==> src/rtl/fft_sequencer.sv <==
// FFT stage sequencer: drives a shared advance strobe, per-stage butterfly selects
// and twiddle addresses for a LOG2N-stage pipelined radix-2 FFT, and tags the
// bit-reversed results leaving the last stage.
module fft_sequencer #(
  parameter int unsigned FFT_N     = 1024,
  parameter int unsigned STAGE_LAT = 1,
  localparam int unsigned LOG2N    = $clog2(FFT_N)
) (
  input  logic                     clk,
  input  logic                     rst_n,
  input  logic                     in_valid,
  input  logic                     in_last,
  output logic                     stage_enable,
  output logic [LOG2N-1:0]         stage_ctrl,
  output logic [LOG2N*LOG2N-1:0]   stage_addr,
  output logic                     out_valid,
  output logic                     out_sof,
  output logic                     out_last,
  output logic [LOG2N-1:0]         out_index,
  output logic                     busy,
  output logic                     err_overrun
);

  // Pipeline fill latency: first sample reaches the last-stage output after TL enables.
  localparam int unsigned TL = FFT_N - 1 + LOG2N * STAGE_LAT;
  localparam int unsigned EW = $clog2(TL + 1);

  localparam logic [EW-1:0]    TL_E    = EW'(TL);
  localparam logic [EW-1:0]    TL_LAST = EW'(TL - 1);
  localparam logic [EW-1:0]    E_ONE   = EW'(1);
  localparam logic [LOG2N-1:0] F_ONE   = LOG2N'(1);
  localparam logic [LOG2N-1:0] TL_F    = LOG2N'(TL % FFT_N);

  typedef enum logic [1:0] {StIdle, StRun, StFlush} state_e;

  state_e           state_q;
  logic [EW-1:0]    e_q;    // enable count since first sample, saturating at TL
  logic [LOG2N-1:0] f_q;    // enable count modulo FFT_N, never saturates
  logic [EW-1:0]    fc_q;   // enables spent in FLUSH
  logic [LOG2N-1:0] cs;
  logic [LOG2N-1:0] out_bin;

  // Enable-count offset at which stage s starts seeing valid data.
  function automatic int unsigned stage_offset(input int unsigned s);
    int unsigned o;
    o = 0;
    for (int unsigned k = 1; k < s; k++) begin
      o = o + (32'd1 << (LOG2N - k)) + STAGE_LAT;
    end
    return o;
  endfunction

  function automatic logic [LOG2N-1:0] bit_rev(input logic [LOG2N-1:0] v);
    logic [LOG2N-1:0] r;
    for (int i = 0; i < LOG2N; i++) begin
      r[i] = v[LOG2N-1-i];
    end
    return r;
  endfunction

  // FLUSH drains the pipeline autonomously; reset forces the strobe low.
  assign stage_enable = rst_n & ((state_q == StFlush) | in_valid);

  // Result bin position relative to the pipeline fill latency.
  assign out_bin = f_q - TL_F;

  // Per-stage local count selects the butterfly leg and twiddle address.
  always_comb begin
    stage_ctrl = '0;
    stage_addr = '0;
    cs         = '0;
    for (int unsigned s = 1; s <= LOG2N; s++) begin
      cs = f_q - LOG2N'(stage_offset(s) % FFT_N);
      if (32'(e_q) >= stage_offset(s)) begin
        stage_ctrl[s-1] = cs[LOG2N-s];
        stage_addr[(s-1)*LOG2N +: LOG2N] = cs & LOG2N'((32'd1 << (LOG2N - s)) - 32'd1);
      end
    end
  end

  // Sequencer FSM with counters and registered result tags.
  always_ff @(posedge clk or negedge rst_n) begin
    if (!rst_n) begin
      state_q     <= StIdle;
      e_q         <= '0;
      f_q         <= '0;
      fc_q        <= '0;
      out_valid   <= 1'b0;
      out_sof     <= 1'b0;
      out_last    <= 1'b0;
      out_index   <= '0;
      busy        <= 1'b0;
      err_overrun <= 1'b0;
    end else begin
      if (stage_enable) begin
        out_valid <= (e_q >= TL_E);
        out_sof   <= (e_q >= TL_E) && (out_bin == '0);
        out_last  <= (state_q == StFlush) && (fc_q == TL_LAST);
        if (e_q >= TL_E) begin
          out_index <= bit_rev(out_bin);
        end
        f_q <= f_q + F_ONE;
        if (e_q != TL_E) begin
          e_q <= e_q + E_ONE;
        end
      end else begin
        // Gaps stall the pipeline: no result this cycle, index held.
        out_valid <= 1'b0;
        out_sof   <= 1'b0;
        out_last  <= 1'b0;
      end

      unique case (state_q)
        StIdle: begin
          if (in_valid) begin
            state_q <= in_last ? StFlush : StRun;
            busy    <= 1'b1;
          end
        end
        StRun: begin
          if (in_valid && in_last) begin
            state_q <= StFlush;
          end
        end
        StFlush: begin
          if (in_valid) begin
            err_overrun <= 1'b1;
          end
          if (fc_q == TL_LAST) begin
            // Final result emitted: clear all counts for the next frame.
            state_q <= StIdle;
            busy    <= 1'b0;
            e_q     <= '0;
            f_q     <= '0;
            fc_q    <= '0;
          end else begin
            fc_q <= fc_q + E_ONE;
          end
        end
        default: begin
          state_q <= StIdle;
          busy    <= 1'b0;
        end
      endcase
    end
  end

endmodule
==> config.mk <==
export PLATFORM = sky130hd
export DESIGN_NAME = fft_sequencer
export DESIGN_NICKNAME = d
export VERILOG_FILES = /design/src/rtl/fft_sequencer.sv
export SDC_FILE = /design/constraint.sdc
export NUM_CORES = 1
export LEC_CHECK = 0
export CAP_MARGIN = 20
export CORE_MARGIN = 1.5
export CORE_UTILIZATION = 46
export CTS_CLUSTER_SIZE = 10
export DETAILED_ROUTE_END_ITERATION = 12
export PLACE_DENSITY = 0.82
export SLEW_MARGIN = 20
export SYNTH_ARGS = -nofsm -noshare
export SYNTH_HDL_FRONTEND = slang
export SYNTH_SLANG_ARGS = --single-unit
==> constraint.sdc <==
create_clock -name clk -period 3.8 [get_ports clk]
set_clock_uncertainty 0.15 [all_clocks]
set_input_delay 1.14 -clock clk [delete_from_list [all_inputs] [get_ports clk]]
set_output_delay 1.14 -clock clk [all_outputs]
set_load 0.05 [all_outputs]
* Yosys cells after proc, flatten, opt, wreduce, memory -nomap -nowiden
Cells that the tools add are included.
** Storage, ports and cells
- Bits in registers :: 49
- Input port bits :: 4
- Output and inout port bits :: 126
- Logic and storage cells :: 88
** Cells by class
- $add $sub $neg :: 13
- Magnitude comparators :: 10
- Equality and inequality tests :: 7
- Muxes and demuxes :: 36
- Bitwise logic cells :: 3
- Reduce and logical (&&, ||, !) cells :: 9
** Operators by type and width (count)
- $ge 11x10->1 const B :: 7
- $mux 11 :: 5
- $ge 11x11->1 const B :: 3
- $mux 10 :: 3
- $add 11x1->11 const B :: 2
- $mux 1 :: 15
- $eq 11x11->1 const B :: 1
- $ne 11x11->1 const B :: 1
- $add 10x1->10 const B :: 1
- $logic_not 10->1 :: 1
- $mux 2 :: 5
- $sub 10x4->10 const B :: 1
- $sub 9x1->9 const B :: 1
- $mux 8 :: 1
- $sub 8x2->8 const B :: 1
- $mux 7 :: 1
- $sub 7x2->7 const B :: 1
- $mux 6 :: 1
- $pmux 2 s3 :: 1
- $reduce_and 3->1 :: 2
- $sub 6x3->6 const B :: 1
- $mux 5 :: 1
- $sub 5x3->5 const B :: 1
- $mux 4 :: 1
- 16 further kinds :: 20

* Longest topological paths before layout
Gate-level depths: netlist of the first run.
- Depth after elaboration :: 6
- Depth in mapped cells :: 9
- Gate-level depth less buffers :: 7

* Worst setup path before layout of the first run
OpenSTA, ideal clock, no wires.
- Kind :: register to output
- Start point :: register f_q[3]
- End point :: output stage_addr[16]
- Arrival :: 2.827 ns
- Required time :: 2.510 ns
- Slack :: -0.317 ns
- Cell stages (with the launch flop) :: 8
- Buffers on the path :: 1
- Path through :: dfrtp_1 -> clkbuf_1 -> clkinv_1 -> ha_1 -> a21boi_0 -> nand2_1 -> xor2_1 -> nor2_1
** On the way
- Word-level cells in the longest chain between the ends :: 2
** RTL lines
- from (decl) :: line 38 : logic [LOG2N-1:0] f_q;
- from (signal assigned) :: line 102 : f_q <= f_q + F_ONE;
- $sub 9x1->9 :: line 73 : cs = f_q - LOG2N'(stage_offset(s) % FFT_N);
- $mux 8 :: line 74 : if (32'(e_q) >= stage_offset(s)) begin
- to (decl) :: line 15 : output logic [LOG2N*LOG2N-1:0] stage_addr,
No other way between the ends.

* Worst setup path in the final report of the first run
- Start point :: register e_q[4]
- End point :: output stage_addr[21]
** On the way
- Word-level cells in the longest chain between the ends :: 2
** RTL lines
- from (decl) :: line 37 : logic [EW-1:0] e_q;
- from (signal assigned) :: line 104 : e_q <= e_q + E_ONE;
- $ge 11x10->1 :: line 74
- $mux 7 :: line 74
No other way between the ends.

==> results of run 1 <==
[routing by layer]
layer  part of all wire  vias up  GRT usage
met5                  0        -          0
met4              0.018        0     0.0782
met3              0.051       11     0.0345
met2               0.50      126      0.363
met1               0.43     1526      0.271
li1                   -     1527          -
[cell type report]
type	instances	area, um2	share of cell area
timing repair buffer	98	955	0.207
multi-input combinational	355	2170	0.470
sequential	49	1230	0.266
clock buffer	5	68.8	0.0149
inverter	12	45.0	0.00975
clock inverter	3	25.0	0.00541
tap	102	128	0.0276
[stage by stage]
stage                     cell area [um2]  setup slack, ns  utilization
after detailed placement             4340            0.147        0.561
after global placement               4340            0.194        0.561
after CTS                            4520         0.000888        0.585
after global routing                 4620          -0.0713        0.598
after floorplan                      3910          -0.0975            -
final                                4620          0.00204        0.598
[where the power goes]
group / switching [mW] / internal (mW) / leakage, nW / total [mW]
Sequential: 0.165 / 0.629 / 0.643 / 0.794
Clock: 0.199 / 0.135 / 0.0452 / 0.334
Combinational: 1.04 / 0.600 / 1.42 / 1.64
[kinds of logic (layout without fill, tap and decap cells)]
kind of cell / count (synthesis) / in the layout
AND/OR/NAND/NOR: 168 / 168
buffers and inverters: 91 / 118
AO/OA/AOI/OAI: 64 / 64
XOR/XNOR: 50 / 50
flip-flops: 49 / 49
adder cells (fa/ha/maj): 18 / 18
other: 1 / 55
[worst reg2reg max path: stages (launching register included)]
cell and delay, ns:
dfrtp_1 0.39, buf_4 0.16, or4_1 0.54, nor4_1 0.58
nor2b_1 0.18, a211oi_1 0.30
[timing repair]
item	4_1_cts	5_1_grt
setup endpoints to repair	17	26
gates cloned	0	0
setup buffers	5	1
hold buffers	0	0
pin swaps	2	5
resized for setup	9	27
[state kept, by name, summed over array words and instances, names as in the netlist]
name	flops
out_valid	1
err_overrun	1
fc_q	11
out_sof	1
out_last	1
busy	1
state_q	2
f_q	10
e_q	11
out_index	10
[cell usage after synthesis (all sizes together) (3+ instances only)]
cell type / instances
nor2: 68
buf: 58
dfrtp: 49
nand2: 37
xnor2: 29
clkbuf: 21
xor2: 21
o21ai: 20
a21oi: 19
ha: 18
inv: 11
or3: 11
nor3: 10
nand3: 9
nand4: 7
nor2b: 7
a211oi: 4
a21boi: 4
a21o: 4
nor4b: 4
and2: 3
nor4: 3
[worst paths after layout]
path | startpoint | to | slack [ns]
max reg2reg | e_q[4] | e_q[1] | 1.39
max | e_q[4] | stage_addr[21] | 0.002
max in group asynchronous | rst_n | f_q[7] | 2.48
min | out_index[8] | out_index[8] | 0.34
min in group asynchronous | rst_n | fc_q[8] | 0.75
min reg2reg | out_index[8] | out_index[8] | 0.34
==> flow_summary.json, run 1 <==
{
  "hold_depth": 2,
  "critPathBufInv": 2,
  "clkTransAtPathRegs_ns": 0.10,
  "max_freq_mhz": 263,
  "dieHeight_um": 92.3,
  "area_delta_synth_final_pct": 25.9,
  "final_common_cell": "conb_1",
  "setup_viol": 0,
  "worst_hold_slack_ns": 0.338,
  "p_leak_nw": 2.11,
  "critPathKind": "register to output pin",
  "status": "finished clean",
  "cp-end-kind": "output pin",
  "io_pins": 130,
  "cp_slowest_cell": "or4_4",
  "power_mw": 2.77,
  "synth.top_cells.by_area": "dfrtp_1, buf_4, nor2_1",
  "rsz0062_at_grt": "yes",
  "first_iter_violations": 121,
  "die_area_um2": 8530,
  "worst-path-stages": 7,
  "dp_hpwl_um": 6570,
  "worst_ep_required_time_ns": 2.51,
  "synth_top_family_by_area": "simple AND/OR/NAND/NOR gates",
  "drtPass1Iterations": 4,
  "synth_warnings": 0,
  "htree_levels": 2,
  "grtUsageTotal": 0.213,
  "place_congestion": 0.868,
  "maxSlewViolCount": 0,
  "ctsRootBufferMaster": "clkbuf_8",
  "cts_made_buffers": 5,
  "cts.sinks": 49,
  "drtAntennaViolNets": 0,
  "avgSynthCellArea_um2": 8.32,
  "tightestPinTransition_ns": 0.663,
  "wl_per_cell_um": 14.3,
  "tns_ns": 0,
  "drive_above_1_share": 0.178,
  "synth_cell_type_count": 45,
  "worst_setup_path_start_kind": "register",
  "antenna_found_initial": 0,
  "ys_seq_area_frac": 0.334,
  "cts_buffer_depth": 2,
  "synth-xor-area-share": 0.119,
  "grt_max_degree": 28,
  "synth-simple-area-share": 0.219,
  "critical_path.top_delay_family": "simple AND/OR/NAND/NOR gates",
  "period_needed_ns": 3.80,
  "ys_ff_latch": 49,
  "synth_area_um2": 3670,
  "maxCapViolCount": 0,
  "final_cell_count_no_fill": 624,
  "muxShareOfSynthArea": 0,
  "initial_core_util": 0.475,
  "synth-main-ff-cell": "dfrtp_1",
  "dp_cells": 610,
  "routed_wl_um": 8910,
  "cts_tree": "done",
  "crit_chain": "or4_4, or3_4, or3_4, a31oi_4, buf_12, nor2_4, buf_6",
  "finish.net_count": 543,
  "fill_cells": 681,
  "core_um2": 7730,
  "die_x_um": 92.3,
  "slew_headroom": 0.554,
  "worstPathArrival_ns": 2.51,
  "grt_pass1_wl_um": 14400,
  "numPortBuffers": 74,
  "drc": 0,
  "grt_pass1_vias": 2913,
  "vias_per_cell": 5.11,
  "mostFrequentLayoutCells": "conb_1, nor2_1, dfrtp_1",
  "syn_inst": 441,
  "synth-edff-count": 0,
  "power_density_nw_per_um2": 599,
  "yosysTopAreaCellShare": 0.334,
  "vdd_ir_drop_max_mv": 0.314,
  "synthArstFlopShare": 1.00,
  "slowest_delay_ns": 0.54,
  "cpMostUsedCell": "or3_4",
  "synth_adder_area_share": 0.0613,
  "clk_latency_ns": 0.32,
  "synth_compound_area_frac": 0.114,
  "num_rows": 32,
  "crit_fanout": 6,
  "antenna_cells": 0,
  "synth_top_area_cell": "dfrtp_1",
  "fin_crit_sh": 0.999,
  "grt_overflow": 0,
  "finalHoldViolations": 0,
  "hp-class": "register to register",
  "r2r_cells": 5,
  "vias": 3190
}
(Power assumes the default switching activity.)
==> run 2, diff against run 1 <==
GPL_ROUTABILITY_DRIVEN = 0   (was not set)
PLACE_DENSITY = 0.87   (was 0.82)
==> run 2 against run 1 <==
Net effect: clock power increased by 13%; first-iteration DRC count increased by 51%; sequential share of layout area decreased by 0.079 points; largest cell class unchanged; critical path depth unchanged; largest power group unchanged; worst hold slack got worse by 0.0073 ns; highest routed layer unchanged; count of clock-buffer cells in the layout unchanged; routed wire length decreased by 0.83%; critical path type unchanged; via count decreased by 0.19%; global-route usage decreased by 0.40 points.
==> flow_summary.json, run 2 (synthesized netlist as in run 1, its figures left out) <==
{
  "grt_pass1_vias": 2934,
  "critPathKind": "register to output pin",
  "cts.sinks": 49,
  "cts_tree": "done",
  "io_pins": 130,
  "core_um2": 7730,
  "slowest_delay_ns": 0.54,
  "cts_buffer_depth": 2,
  "ctsRootBufferMaster": "clkbuf_8",
  "drc": 0,
  "tns_ns": 0,
  "grt_overflow": 0,
  "mostFrequentLayoutCells": "conb_1, nor2_1, dfrtp_1",
  "antenna_cells": 0,
  "max_freq_mhz": 263,
  "status": "finished clean",
  "fin_crit_sh": 0.999,
  "cts_made_buffers": 5,
  "antenna_found_initial": 0,
  "htree_levels": 2,
  "grt_max_degree": 39,
  "grt_pass1_wl_um": 14200,
  "drtPass1Iterations": 5,
  "setup_viol": 0,
  "die_area_um2": 8530,
  "hold_depth": 1,
  "dp_hpwl_um": 6490,
  "grtUsageTotal": 0.209,
  "cp-end-kind": "output pin",
  "crit_fanout": 9,
  "clkTransAtPathRegs_ns": 0.09,
  "cpMostUsedCell": "or3_4",
  "r2r_slack_ns": 1.25,
  "initial_core_util": 0.475,
  "period_needed_ns": 3.80,
  "hp-class": "register to register",
  "num_rows": 32,
  "cts_hold_buf": 0,
  "die_x_um": 92.3,
  "vias_per_cell": 5.09,
  "dieHeight_um": 92.3,
  "area_delta_synth_final_pct": 26.3,
  "routed_wl_um": 8830,
  "finalHoldViolations": 0,
  "worstPathArrival_ns": 2.51,
  "finish.net_count": 544,
  "tightestPinTransition_ns": 0.619,
  "reg_top3": "e_q: 11 flops, fc_q: 11 flops",
  "maxSlewViolCount": 0,
  "worst_setup_path_start_kind": "register",
  "maxCapViolCount": 0,
  "cp_slowest_cell": "or4_4",
  "numPortBuffers": 74,
  "first_iter_violations": 183,
  "p_leak_nw": 2.17,
  "crit_chain": "or4_4, or3_4, or3_4, a21oi_4, buf_12, nor2_1, buf_6",
  "power_density_nw_per_um2": 605,
  "vdd_ir_drop_max_mv": 0.286,
  "wl_per_cell_um": 14.1,
  "drive_above_1_share": 0.182,
  "slew_headroom": 0.588,
  "clk_latency_ns": 0.30,
  "r2r_cells": 7,
  "power_mw": 2.81,
  "final_common_cell": "conb_1",
  "worst_ep_required_time_ns": 2.51,
  "rsz0062_at_grt": "yes",
  "drtAntennaViolNets": 0,
  "vias": 3184
}
[run 2: changes by cell type in the layout (fill, tap and decap cells not counted), moves of 2 or more]
cell	delta
buf_6	+4
buf_8	-2
clkdlybuf4s50_1	-4
dlygate4sd2_1	+2
dlymetal6s2s_1	+2
nor2_1	-2
nor2_2	+6
nor2_4	-4
[run 2: worst max-delay path: cells and delay by family (launching register included)]
kind / cells / cell delay [ns]
compound gates: 1 / 0.17
buf+inv: 2 / 0.31
flops: 1 / 0.38
simple gates: 4 / 1.34
[run 2: per-stage QoR]
stage                     std cells  setup slack [ns]   util  instance area, um2  hold WS (ns)
after global placement          612             0.232  0.565                4360         0.305
after global routing            625           -0.0836  0.600                4640         0.371
after detailed placement        612             0.178  0.565                4360         0.308
after floorplan                 495           -0.0975      -                3910         0.296
final                           625           0.00230  0.600                4640         0.331
after CTS                       623           -0.0367  0.588                4540         0.338
[run 2: worst paths after layout]
kind,endpoint,from
max,stage_addr[11],e_q[4]
min,err_overrun,err_overrun
max reg2reg,out_sof,f_q[1]
min reg2reg,err_overrun,err_overrun
max in group asynchronous,f_q[2],rst_n
min in group asynchronous,fc_q[5],rst_n
[run 2: report_power, final]
| group | total (mW) | leakage [nW] | switching (mW) | internal [mW] |
|---|---|---|---|---|
| registers | 0.798 | 0.643 | 0.169 | 0.628 |
| logic | 1.63 | 1.47 | 1.03 | 0.601 |
| clock network | 0.377 | 0.0585 | 0.179 | 0.197 |
[run 2: area by class of cell]
class	instances	area, um2
Clock buffer	5	68.8
Fill cell	661	3090
Timing Repair Buffer	99	965
Multi-Input combinational cell	355	2150
Inverter	12	48.8
Tap cell	102	128
Sequential cell	49	1230
Clock inverter	3	43.8
[run 2: metal layers]
layer / up-vias / part of all wire / GRT usage / wire length, um
met5: - / 0 / 0 / 0
met4: 0 / 0.017 / 0.0731 / 153
met3: 14 / 0.054 / 0.0255 / 473
met2: 133 / 0.52 / 0.370 / 4590
met1: 1522 / 0.41 / 0.261 / 3620
li1: 1515 / - / - / -
[run 2: what timing repair did]
item                                    CTS  global route
setup buffers                             3             2
pin swaps                                 1             3
resized for setup                        11            25
endpoints found under the setup margin   19            26
==> run 3, diff against run 2 <==
ABC_AREA = 1   (was not set)
CORE_UTILIZATION = 48   (was 46)
CTS_CLUSTER_SIZE = 8   (was 10)
HOLD_SLACK_MARGIN = 0.05   (was not set)
==> run 3 against run 2 <==
Net effect: synthesized area grew 13%; fmax grew 2.0%; die area grew 7.7%; global-route usage grew 1.8 points; count of clock-buffer cells in the layout is the same; critical path type unchanged; power grew 63%; flip-flop and latch count is the same; critical endpoint is now stage_addr[62]; setup slack gained 0.073 ns; combinational power grew 110%; largest cell class unchanged.
==> flow_summary.json, run 3 <==
{
  "yosysTopAreaCellShare": 0.296,
  "initial_core_util": 0.499,
  "yosysMostFrequentCell": "nand2_1",
  "synth_cell_type_count": 40,
  "worst_ep_required_time_ns": 2.51,
  "maxSlewViolCount": 0,
  "vdd_ir_drop_max_mv": 0.450,
  "setup_ws_ns": 0.0751,
  "finalHoldViolations": 0,
  "avgSynthCellArea_um2": 7.13,
  "num_rows": 33,
  "grtUsageTotal": 0.227,
  "pre_cts_ws_ns": 0.289,
  "cts_made_buffers": 5,
  "max_freq_mhz": 268,
  "status": "finished clean",
  "hp-class": "register to register",
  "cp-end-kind": "output pin",
  "tns_ns": 0,
  "maxCapViolCount": 0,
  "fin_crit_sh": 0.980,
  "min-delay-start": "out_index[3]",
  "hold_end": "out_index[3]",
  "final_common_cell": "nand2_1",
  "drtAntennaViolNets": 0,
  "final_cell_count_no_fill": 758,
  "drc": 0,
  "grt_pass1_vias": 3680,
  "synth_area_um2": 4140,
  "drive_above_1_share": 0.123,
  "r2r-start": "e_q[10]",
  "slowest_delay_ns": 0.81,
  "synth_common_cells": "nand2_1, nor2_1, buf_4",
  "worstPathArrival_ns": 2.43,
  "rsz0062_at_grt": "no",
  "timing.rr.end": "out_index[9]",
  "synthArstFlopShare": 1.00,
  "fill_cells": 733,
  "r2r_cells": 8,
  "crit_fanout": 12,
  "clkTransAtPathRegs_ns": 0.10,
  "seq_area_um2": 1230,
  "cts_hold_buf": 0,
  "hold_depth": 2,
  "p_leak_nw": 2.65,
  "cts_resized": 1,
  "ctsRootBufferMaster": "clkbuf_8",
  "tightestPinTransition_ns": 0.666,
  "place_area_um2": 4750,
  "vias_per_cell": 5.24,
  "crit_chain": "nor4_4, a21oi_1, nor2_1, clkdlybuf4s50_1",
  "multi_input_area_um2": 2350,
  "postLayoutCoreUtil": 0.590,
  "finalInstanceArea_um2": 4900,
  "syn_inst": 580,
  "grt_max_degree": 51,
  "finish.net_count": 674,
  "dieHeight_um": 95.8,
  "grt_pass1_wl_um": 16500,
  "postCtsSetupBuffers": 0,
  "worst_setup_path_start_kind": "register",
  "antenna_cells": 0,
  "wl_per_cell_um": 13.6,
  "dp_cells": 750,
  "synth_top_area_cell": "dfrtp_1",
  "ys_ff_latch": 49,
  "htree_levels": 2,
  "routed_wl_um": 10300,
  "first_iter_violations": 255,
  "cts.sinks": 49,
  "io_pins": 130,
  "synth_warnings": 0,
  "antenna_found_initial": 0,
  "slew_headroom": 0.554,
  "power_density_nw_per_um2": 932,
  "drtPass1Iterations": 5,
  "cp_slowest_cell": "clkdlybuf4s50_1",
  "grt_overflow": 0,
  "dp_hpwl_um": 7980,
  "mostFrequentLayoutCells": "nand2_1, nor2_1, conb_1",
  "worst_hold_slack_ns": 0.332,
  "cts_buffer_depth": 2,
  "synth-edff-count": 0,
  "vias": 3974,
  "r2r_slack_ns": 1.58,
  "cts_tree": "done",
  "period_needed_ns": 3.72,
  "synth.top_cells.by_area": "dfrtp_1, buf_4, nand2_1",
  "power_mw": 4.57,
  "ys_seq_area_frac": 0.296,
  "area_delta_synth_final_pct": 18.4,
  "core_um2": 8300,
  "numPortBuffers": 74,
  "reg_top3": "e_q: 11 flops, fc_q: 11 flops",
  "die_area_um2": 9190,
  "setup_viol": 0,
  "synth-main-ff-cell": "dfrtp_1",
  "critPathKind": "register to output pin",
  "clk_latency_ns": 0.30,
  "die_x_um": 95.8
}
## run 3: area by class of cell
cell class              count  area share
multi-input cells         451       0.480
flip-flops and latches     49       0.250
repair buffers             81       0.174
inverters                  64      0.0495
clock inverters             3     0.00536
well taps                 105      0.0268
clock buffers               5      0.0140
## run 3: kinds of logic after synthesis
family                   after synthesis  share of synthesized area
AND/OR/NAND/NOR                      287                      0.318
buffers and inverters                134                      0.185
AO/OA/AOI/OAI                         66                     0.0922
flip-flops                            49                      0.296
XOR/XNOR                              25                     0.0529
adder cells (fa/ha/maj)               18                     0.0544
other                                  1                   0.000906
## run 3: per-layer routing
layer | wire, um | global-route usage
met5 | 0 | 0
met4 | 318 | 0.0944
met3 | 742 | 0.0324
met2 | 5330 | 0.410
met1 | 3910 | 0.267
## run 3: worst max path at each step
stage                       start        endpoint  cells after the start  slack (ns)
after global routing      e_q[10]  stage_addr[62]                      4       0.003
after detailed placement   f_q[1]  stage_addr[52]                      7        0.29
final                     e_q[10]  stage_addr[62]                      4        0.08
after global placement     f_q[1]  stage_addr[52]                      7        0.36
after CTS                  e_q[1]  stage_addr[51]                      7       0.006
after floorplan            f_q[3]   stage_ctrl[1]                      7        0.04
## run 3: power breakdown
part	switching (mW)	internal, mW
sequential	0.201	0.652
clock	0.185	0.134
combinational	2.40	0.994
## run 3: critical path: cells and delay by family (launching register included)
family	cells	cell delay (ns)
compound gates	1	0.19
buf+inv	1	0.81
flops	1	0.58
simple gates	2	0.54
